`src/rtl/vga_fb_pkg.sv`:
```
// Shared types and default widths for the VGA framebuffer arbiter.
// The write-entry record is sized for the default widths.
package vga_fb_pkg;

  localparam int ADDR_W_DEF = 17;
  localparam int DATA_W_DEF = 8;

  typedef enum logic [1:0] {
    IDLE  = 2'd0,
    READ  = 2'd1,
    WRITE = 2'd2
  } arb_state_e;

  typedef struct packed {
    logic [ADDR_W_DEF-1:0] addr;
    logic [DATA_W_DEF-1:0] data;
  } wr_entry_t;

endpackage

```
`src/rtl/vga_fb_arbiter_fb_wr_fifo.sv`:
```
// Synchronous write-buffer FIFO with registered occupancy, full and empty flags.
// DEPTH must be a power of two so the pointers wrap naturally.
module fb_wr_fifo #(
  parameter int DEPTH = 4,
  parameter int WIDTH = 25,
  localparam int PTR_W = $clog2(DEPTH)
) (
  input  logic             clk,
  input  logic             rst,
  input  logic             push_i,
  input  logic [WIDTH-1:0] push_data_i,
  input  logic             pop_i,
  output logic [WIDTH-1:0] pop_data_o,
  output logic             full_o,
  output logic             empty_o
);

  localparam logic [PTR_W:0] DEPTH_CNT = DEPTH[PTR_W:0];

  logic [WIDTH-1:0] mem_q [DEPTH];
  logic [PTR_W-1:0] wr_ptr_q, rd_ptr_q;
  logic [PTR_W:0]   count_q, count_d;
  logic             full_q, empty_q;
  logic             do_push, do_pop;

  assign do_push = push_i & ~full_q;
  assign do_pop  = pop_i & ~empty_q;

  always_comb begin
    count_d = count_q;
    case ({do_push, do_pop})
      2'b10:   count_d = count_q + 1'b1;
      2'b01:   count_d = count_q - 1'b1;
      default: count_d = count_q;
    endcase
  end

  always_ff @(posedge clk) begin
    if (rst) begin
      wr_ptr_q <= '0;
      rd_ptr_q <= '0;
      count_q  <= '0;
      full_q   <= 1'b0;
      empty_q  <= 1'b1;
    end else begin
      if (do_push) wr_ptr_q <= wr_ptr_q + 1'b1;
      if (do_pop)  rd_ptr_q <= rd_ptr_q + 1'b1;
      count_q <= count_d;
      full_q  <= (count_d == DEPTH_CNT);
      empty_q <= (count_d == '0);
    end
  end

  // Storage needs no reset: contents are only observed behind empty_q.
  always_ff @(posedge clk) begin
    if (do_push) mem_q[wr_ptr_q] <= push_data_i;
  end

  assign pop_data_o = mem_q[rd_ptr_q];
  assign full_o     = full_q;
  assign empty_o    = empty_q;

endmodule

```
`src/rtl/vga_fb_arbiter.sv`:
```
// Framebuffer arbiter: display reads win every cycle, buffered CPU writes drain otherwise.
// Optional FB_ARB_STALL_CNT_EN adds a saturating stall_count output.
//
// state | meaning
// IDLE  | no RAM access this cycle, mem_addr held
// READ  | display read issued on mem_addr
// WRITE | FIFO head written to RAM
module vga_fb_arbiter
  import vga_fb_pkg::*;
#(
  parameter int ADDR_W     = ADDR_W_DEF,
  parameter int DATA_W     = DATA_W_DEF,
  parameter int FIFO_DEPTH = 4
) (
  input  logic              clk,
  input  logic              rst,
  input  logic              pix_req,
  input  logic [ADDR_W-1:0] pix_addr,
  output logic [DATA_W-1:0] pix_data,
  output logic              pix_valid,
  input  logic              wr_valid,
  input  logic [ADDR_W-1:0] wr_addr,
  input  logic [DATA_W-1:0] wr_data,
  output logic              wr_ready,
  output logic [ADDR_W-1:0] mem_addr,
  output logic              mem_we,
  output logic [DATA_W-1:0] mem_wdata,
  input  logic [DATA_W-1:0] mem_rdata,
  output logic              busy
`ifdef FB_ARB_STALL_CNT_EN
  ,
  output logic [15:0]       stall_count
`endif
);

  typedef struct packed {
    logic [ADDR_W-1:0] addr;
    logic [DATA_W-1:0] data;
  } entry_t;

  arb_state_e        state_q, state_d;
  logic [ADDR_W-1:0] mem_addr_q, mem_addr_d;
  logic [DATA_W-1:0] mem_wdata_q, mem_wdata_d;
  logic [1:0]        vpipe_q;
  logic              fifo_pop, fifo_full, fifo_empty;
  entry_t            push_entry, head;

  assign push_entry = '{addr: wr_addr, data: wr_data};

  fb_wr_fifo #(
    .DEPTH(FIFO_DEPTH),
    .WIDTH($bits(entry_t))
  ) u_fifo (
    .clk         (clk),
    .rst         (rst),
    .push_i      (wr_valid),
    .push_data_i (push_entry),
    .pop_i       (fifo_pop),
    .pop_data_o  (head),
    .full_o      (fifo_full),
    .empty_o     (fifo_empty)
  );

  always_comb begin
    state_d     = IDLE;
    mem_addr_d  = mem_addr_q;
    mem_wdata_d = mem_wdata_q;
    fifo_pop    = 1'b0;
    if (pix_req) begin
      state_d    = READ;
      mem_addr_d = pix_addr;
    end else if (!fifo_empty) begin
      state_d     = WRITE;
      fifo_pop    = 1'b1;
      mem_addr_d  = head.addr;
      mem_wdata_d = head.data;
    end
  end

  always_ff @(posedge clk) begin
    if (rst) begin
      state_q     <= IDLE;
      mem_addr_q  <= '0;
      mem_wdata_q <= '0;
      vpipe_q     <= '0;
    end else begin
      state_q     <= state_d;
      mem_addr_q  <= mem_addr_d;
      mem_wdata_q <= mem_wdata_d;
      vpipe_q     <= {vpipe_q[0], pix_req};
    end
  end

  // Write enable is a pure decode of the registered state, so it is glitch-free.
  assign mem_we    = (state_q == WRITE);
  assign mem_addr  = mem_addr_q;
  assign mem_wdata = mem_wdata_q;
  assign pix_valid = vpipe_q[1];
  assign pix_data  = mem_rdata;
  assign wr_ready  = ~fifo_full;
  assign busy      = ~fifo_empty;

`ifdef FB_ARB_STALL_CNT_EN
  logic [15:0] stall_cnt_q;

  always_ff @(posedge clk) begin
    if (rst) begin
      stall_cnt_q <= '0;
    end else if (pix_req && !fifo_empty && (stall_cnt_q != 16'hFFFF)) begin
      stall_cnt_q <= stall_cnt_q + 16'd1;
    end
  end

  assign stall_count = stall_cnt_q;
`endif

endmodule
```
`config.mk`:
```
export PLATFORM = sky130hd
export DESIGN_NAME = vga_fb_arbiter
export DESIGN_NICKNAME = d
export VERILOG_FILES = /design/src/rtl/vga_fb_pkg.sv /design/src/rtl/vga_fb_arbiter_fb_wr_fifo.sv /design/src/rtl/vga_fb_arbiter.sv
export SDC_FILE = /design/constraint.sdc
export NUM_CORES = 1
export LEC_CHECK = 0
export CAP_MARGIN = 20
export CELL_PAD_IN_SITES_DETAIL_PLACEMENT = 1
export CELL_PAD_IN_SITES_GLOBAL_PLACEMENT = 2
export CORE_MARGIN = 4
export CORE_UTILIZATION = 37
export DETAILED_ROUTE_END_ITERATION = 12
export GPL_TIMING_DRIVEN = 0
export PLACE_DENSITY_LB_ADDON = 0.1
export SLEW_MARGIN = 20
export SYNTH_ARGS = -nofsm -noshare
export SYNTH_HDL_FRONTEND = slang
export SYNTH_SLANG_ARGS = --single-unit
```
`constraint.sdc`:
```
create_clock -name clk -period 4 [get_ports clk]
set_clock_uncertainty 0.2 [all_clocks]
set_input_delay 1.2 -clock clk [delete_from_list [all_inputs] [get_ports clk]]
set_output_delay 1.2 -clock clk [all_outputs]
set_load 0.01 [all_outputs]
```
==> reports/metrics.csv, run 1 <==
stage,metric,value,unit
clocking,clk sink count,139,
logic_synthesis,Post-synth top cells,"edfxtp_1, dfxtp_1, mux2i_1",
sta,Worst-Margin Slew,0.609,ns
worst_setup_path,CP required,2.60,ns
run,MaxCap Viol Count,0,
detailed_routing,initial drt markers,243,
logic_synthesis,Mapped Avg Cell Area,15.0,sq um
run_status,outcome,"finished, final reports clean",
sta,RSZ-0062 raised after global routing,false,
die,Site Rows,44,
worst_setup_path,Crit path largest cell delay,0.50,ns
sta,"Slew Viols, Final",0,
placed_design,Post-Place Setup Slack,0.130,ns
worst_setup_path,Crit. Startpoint,u_fifo.empty_o,
clocking,# Post-CTS Setup Buffers,0,
finish,ant diodes,0,
sta,Peak Freq,285,MHz
worst_setup_path,FF-to-FF setup slack,1.46,ns
sta,max_slew headroom,59.4,%
clocking,H-tree depth,4,
logic_synthesis,Synth Cell Area,0.00552,sq mm
clocking,CTS tree,built,
worst_setup_path,CP max stage cell,clkbuf_1,
finish,Final Non-Filler Cells,667,
hold_path,Worst Hold Class,reg2reg,
logic_synthesis,"top cells by area, synth","edfxtp_1, dfxtp_1, mux2i_1",
clocking,post_cts resized,0,
logic_synthesis,Async SR Flop Fraction,0,%
detailed_routing,WL final,12400,um
sta,count of final hold-check violations,0,
sta,Final Critical Period,3.51,ns
worst_setup_path,Worst Setup EP,busy,
logic_synthesis,Yosys cell types,34,
worst_setup_path,WP data arrival,2.11,ns
sta,setup violators final,0,
clocking,"Reg clk slew, reported paths",0.06,ns
detailed_routing,drt drc,0,
worst_setup_path,"Cell Chain, Critical Path",buf_2 -> clkbuf_1 -> inv_1 -> clkdlybuf4s50_1,
worst_setup_path,reg2reg path depth,8,
worst_setup_path,startpoint types,flip-flop,
detailed_routing,total iterations of the first detailed-routing run,4,
placed_design,RD Place Congestion,0.699,
logic_synthesis,"Net Count, Synth",427,
logic_synthesis,"area leader, netlist",edfxtp_1,
logic_synthesis,most frequent cell after synthesis,edfxtp_1,
detailed_routing,DR vias,3281,
finish,Layout Nets,530,
clocking,CTS Hold Bufs,0,
global_routing,vias in the first global route,3514,
logic_synthesis,Syn Inst Count,367,
global_routing,first-pass GRT wire length,19200,um
finish,fraction of layout cells with a size suffix above 1,14.9,%
sta,Hold WS,0.254,ns
logic_synthesis,number of synthesized flops with an enable pin,100,
worst_setup_path,Setup CP Type,reg2out,
logic_synthesis,"Primary FF master, synth",edfxtp_1,
power,Leak,0.00254,uW
worst_setup_path,Crit Path Max Fanout,10,
die,Die H,130,um
power,VDD IR max,300,uV
clocking,cts bufs inserted,17,
detailed_routing,wire length per cell,18.6,um
die,Core Area,0.0146,sq mm
sta,Tcrit/Tclk final,87.8,%
worst_setup_path,RR Startpoint,u_fifo.empty_o,
finish,design area,0.00728,sq mm
worst_setup_path,FF-to-FF End,u_fifo.full_o,
clocking,root buffer cell,clkbuf_16,
logic_synthesis,Syn. warnings,0,
die,die area,0.0169,sq mm
sta,setup TNS,0,ns
clocking,Worst-Skew Late Latency,0.41,ns
global_routing,GRT overflow,0,
sta,post-route setup slack,0.487,ns
die,starting density of the core,37.8,%
power,Cell Pwr Density,537,mW/mm^2
logic_synthesis,Yosys top cell area share,54.4,%
global_routing,initial antenna violation count,0,
placed_design,Inst Count DP,635,
die,I/O Pins,91,
global_routing,largest net degree at the start of global routing,18,
detailed_routing,Via density,4.92,
logic_synthesis,post-synthesis sequential area ratio,68.6,%
logic_synthesis,"flops & latches, synth",139,
finish,fill count,1426,
placed_design,Buffers on Ports,80,
placed_design,dpl cell area,0.00666,sq mm
placed_design,hpwl dp,8430,um
worst_setup_path,CP Capture Type,output pin,
die,Die Width,130,um
finish,Area Growth Syn to Fin,32.0,%
clocking,CTS Buffer Depth,2,
global_routing,total track usage,15.6,%
detailed_routing,antenna-violating nets left,0,
## through the flow
step	power, uW	util [%]
floorplan	2060	-
global placement	2290	44.9
detailed placement	2330	45.7
CTS	3960	49.9
global route	4090	49.9
finish	3910	49.9
## placed cells by master, fill, tap and decap left out, types with 4 or more instances in the layout
master             n
edfxtp_1         100
clkdlybuf4s50_1   80
dfxtp_1           39
mux2i_1           36
nand2_1           33
a21oi_1           26
inv_1             22
o21a_1            17
clkbuf_16         17
buf_4             12
o221ai_2          10
clkbuf_1           8
mux4_1             7
nor2_1             7
o221ai_1           7
buf_2              6
ha_1               5
nor2b_1            4
and2_2             4
xnor2_1            4
bufinv_16          4
buf_16             4
## flip-flops by register name (all words and copies together) (netlist names), named ones only
| signal | cells |
|---|---|
| mem_wdata | 8 |
| u_fifo.rd_ptr_q | 2 |
| u_fifo.wr_ptr_q | 2 |
| u_fifo.count_q | 3 |
| state_q | 1 |
| u_fifo.full_o | 1 |
| u_fifo.mem_q | 100 |
| mem_addr | 17 |
| u_fifo.empty_o | 1 |
| vpipe_q | 2 |
## layout make-up
| type | instances | area [sq um] | area share, % |
|---|---|---|---|
| sequential | 139 | 3780 | 52.0 |
| multi-input combinational | 175 | 1450 | 19.9 |
| timing repair buffer | 84 | 911 | 12.5 |
| clock buffer | 20 | 447 | 6.14 |
| tap | 184 | 230 | 3.16 |
| buffer | 30 | 199 | 2.73 |
| clock inverter | 12 | 170 | 2.34 |
| inverter | 23 | 88.8 | 1.22 |
## where the power goes
part           switching [uW]  leakage [uW]  internal (uW)
Clock                     564      0.000294           1060
Sequential               43.6       0.00124           1660
Combinational             294       0.00100            288
Total                     901       0.00254           3000
## metal layers
layer  vias up  wire (um)  share of wire (%)  track usage (%)
met1      1619       5380                 43             20.2
met3        14        587                4.7             2.87
met4         0        184                1.5             6.60
li1       1557          -                  -                -
met2        91       6290                 51             25.9
met5         -          0                  0                0
## critical path, delay by kind of cell, from the launching register on
family / cells / cell delay (ns)
buffers and inverters: 4 / 1.35
DFF: 1 / 0.35
## kinds of logic (layout without fill, tap and decap cells)
group / Yosys count / count (layout) / share of synthesized area, %
buffers and inverters: 53 / 169 / 5.22
xor gates and xnor gates: 4 / 4 / 0.635
and+or+nand+nor: 56 / 56 / 4.61
AOI/OAI and AO/OA: 65 / 65 / 9.17
muxes: 44 / 44 / 10.3
DFF: 139 / 139 / 68.6
adders and majority gates: 6 / 6 / 1.50
## worst min path at each step
stage | slack, ns | endpoint | from | cells after the start
2_1_floorplan | 0.24 | vpipe_q[1] | vpipe_q[0] | 1
3_3_place_gp | 0.25 | mem_wdata[2] | mem_wdata[2] | 2
3_5_place_dp | 0.25 | mem_wdata[7] | mem_wdata[7] | 2
4_1_cts | 0.26 | mem_wdata[6] | mem_wdata[6] | 2
5_1_grt | 0.28 | mem_wdata[2] | mem_wdata[2] | 2
6_report | 0.25 | mem_wdata[6] | mem_wdata[6] | 2
(Power assumes the default switching activity.)
==> run 2: changes to the inputs <==
==> constraint.sdc (replaced) <==
create_clock -name clk -period 4 [get_ports clk]
set_clock_uncertainty 0.2 [all_clocks]
set_input_delay 1.2 -clock clk [delete_from_list [all_inputs] [get_ports clk]]
set_output_delay 1.2 -clock clk [all_outputs]
set_load 0.05 [all_outputs]
==> results of run 2 <==
The final DEF is identical to that of run 1. Status: finished, final reports clean.
Main changes from that run: setup slack after layout 0.487 ns -> 0.264 ns; total power 3910 uW -> 4020 uW
==> run 3: changes to the inputs <==
REMOVE_ABC_BUFFERS = 1   (was default)
clock period = 4.19 ns   (was 4 ns; I/O delays follow)
==> reports/metrics.csv, run 3 (synthesis results as in run 1) <==
stage,metric,value,unit,change
run_status,outcome,"finished, final reports clean",,
global_routing,first-pass GRT wire length,18100,um,-5.4%
power,VDD IR max,268,uV,
run,MaxCap Viol Count,0,,unchanged
worst_setup_path,Crit path max-delay family,flip-flops,,
die,Die Width,130,um,unchanged
sta,"Slew Viols, Final",0,,unchanged
sta,Final Critical Period,3.68,ns,
finish,fill count,1418,,-0.56%
die,starting density of the core,37.8,%,unchanged
finish,Layout Nets,496,,-6.4%
clocking,CTS Hold Bufs,0,,unchanged
die,Site Rows,44,,unchanged
global_routing,initial antenna violation count,0,,unchanged
clocking,# Post-CTS Setup Buffers,0,,unchanged
worst_setup_path,CP required,2.73,ns,+0.13 ns
finish,most frequent cells in the layout,"edfxtp_1, clkdlybuf4s50_1, dfxtp_1, mux2i_1, nand2_1",,
global_routing,GRT overflow,0,,unchanged
sta,Tcrit/Tclk final,87.9,%,
sta,Hold WS,0.254,ns,-0.0000640 ns
power,Leak,0.00242,uW,-4.7%
clocking,Worst-Skew Late Latency,0.41,ns,about the same
finish,ant diodes,0,,unchanged
clocking,CTS Buffer Depth,2,,unchanged
finish,Largest Register,u_fifo.mem_q,,
detailed_routing,Via density,4.90,,-0.44%
detailed_routing,total iterations of the first detailed-routing run,4,,unchanged
global_routing,total track usage,14.7,%,-0.91 points
hold_path,Worst Hold Class,reg2reg,,
die,Core Area,0.0146,sq mm,unchanged
finish,Largest register FFs,100,,unchanged
detailed_routing,drt drc,0,,unchanged
power,Cell Pwr Density,530,mW/mm^2,
clocking,clk sink count,139,,unchanged
clocking,post_cts resized,0,,unchanged
placed_design,hpwl dp,7210,um,-14%
detailed_routing,WL final,11700,um,-5.7%
power,internal power,2800,uW,
sta,Peak Freq,271,MHz,
sta,max_slew headroom,30.4,%,-29 points
worst_setup_path,startpoint types,flip-flop,,
sta,count of final hold-check violations,0,,unchanged
worst_setup_path,reg2reg path depth,7,,-1
die,die area,0.0169,sq mm,unchanged
worst_setup_path,Setup CP Type,reg2out,,
detailed_routing,wire length per cell,18.5,um,-0.63%
die,Die H,130,um,unchanged
worst_setup_path,CP Buf/Inv Count,2,,-2
clocking,H-tree depth,4,,unchanged
worst_setup_path,FF-to-FF End,u_fifo.empty_o,,
clocking,root buffer cell,clkbuf_16,,
placed_design,Buffers on Ports,74,,-7.5%
worst_setup_path,Worst Setup EP,busy,,
worst_setup_path,CP max stage cell,dfxtp_1,,
power,register share of total power,44.6,%,
finish,"commonest non-fill, non-tap cell in the layout",edfxtp_1,,
worst_setup_path,Crit path depth,2,,-2
detailed_routing,initial drt markers,168,,-31%
power,Comb power frac,15.2,%,
detailed_routing,DR vias,3100,,-5.5%
power,clock power share,40.2,%,
worst_setup_path,RR Startpoint,u_fifo.empty_o,,
sta,setup violators final,0,,unchanged
worst_setup_path,Crit Path Max Fanout,22,,+12
global_routing,largest net degree at the start of global routing,43,,+25
sta,Worst-Margin Slew,1.04,ns,+0.433 ns
clocking,"Reg clk slew, reported paths",0.05,ns,about the same
detailed_routing,antenna-violating nets left,0,,unchanged
finish,Area Growth Syn to Fin,27.5,%,
worst_setup_path,CP Capture Type,output pin,,
sta,RSZ-0062 raised after global routing,false,,
clocking,CTS tree,built,,
worst_setup_path,FF-to-FF setup slack,0.81,ns,-0.65 ns
clocking,cts bufs inserted,17,,unchanged
worst_setup_path,Crit path largest cell delay,1.00,ns,
global_routing,vias in the first global route,3316,,-5.6%
power,switching part of the total,25.0,%,
finish,fraction of layout cells with a size suffix above 1,12.0,%,-2.9 points
placed_design,Post-Place Setup Slack,0.185,ns,+0.0547 ns
worst_setup_path,Crit. Startpoint,u_fifo.empty_o,,
worst_setup_path,WP data arrival,2.23,ns,
power,switching power,932,uW,
die,I/O Pins,91,,unchanged
sta,post-route setup slack,0.506,ns,
worst_setup_path,"Cell Chain, Critical Path",inv_1 -> clkdlybuf4s50_1,,
placed_design,RD Place Congestion,0.697,,-0.29%
## run 3: changes by cell type in the layout (fill, tap and decap cells not counted), moves of 3 or more
cell             before  now
buf_2                 6    2
buf_4                12    0
buf_6                 3    0
clkbuf_1              8    2
clkdlybuf4s50_1      80   72
clkinvlp_4            3    0
## run 3: worst min path at each step
| stage | startpoint | endpoint | slack, ns | depth (start not counted) |
|---|---|---|---|---|
| after floorplan | vpipe_q[0] | vpipe_q[1] | 0.24 | 1 |
| after global placement | vpipe_q[0] | vpipe_q[1] | 0.24 | 1 |
| after detailed placement | mem_wdata[5] | mem_wdata[5] | 0.25 | 2 |
| after CTS | mem_wdata[5] | mem_wdata[5] | 0.26 | 2 |
| after global routing | mem_wdata[5] | mem_wdata[5] | 0.28 | 2 |
| final | mem_wdata[5] | mem_wdata[5] | 0.25 | 2 |
## run 3: through the flow
step	total power, uW	instances	cell area, sq um	setup TNS [ns]	utilization, %
2_1_floorplan	2020	337	5320	0	-
3_3_place_gp	2240	595	6290	-3.99	43.1
3_5_place_dp	2270	601	6440	0	44.1
4_1_cts	3780	633	7030	0	48.2
5_1_grt	3900	633	7030	0	48.2
6_report	3730	633	7030	0	48.2
## run 3: power by group through the flow
stage / Sequential [uW] / Clock [uW] / Combinational [uW]
6_report: 1660 / 1500 / 566
5_1_grt: 1680 / 1610 / 615
4_1_cts: 1670 / 1540 / 579
3_5_place_dp: 1700 / 0 / 575
3_3_place_gp: 1690 / 0 / 545
2_1_floorplan: 1760 / 0 / 257
## run 3: per-layer routing
metal  vias up  GRT usage, %  wire length, um
met2        82          23.4             5750
met4         0          4.95               98
met3         9          5.16              574
met5         -             0                0
li1       1483             -                -
met1      1526          18.8             5310
## run 3: worst reg2reg max path, delay by kind of cell, from the launching register on
kind                       cells  cell delay (ns)
AOI/OAI and AO/OA              1             0.27
adders and majority gates      2             0.64
DFF                            1             1.00
xor gates and xnor gates       1             0.15
buffers and inverters          1             0.15
and+or+nand+nor                2             0.87
## run 3: layout make-up
type / instances / area [sq um] / area share [%]
flip-flops and latches: 139 / 3790 / 53.8
well taps: 184 / 230 / 3.27
repair buffers: 80 / 881 / 12.5
clock buffers: 22 / 474 / 6.74
multi-input cells: 175 / 1450 / 20.6
clock inverters: 10 / 121 / 1.73
inverters: 23 / 88.8 / 1.26
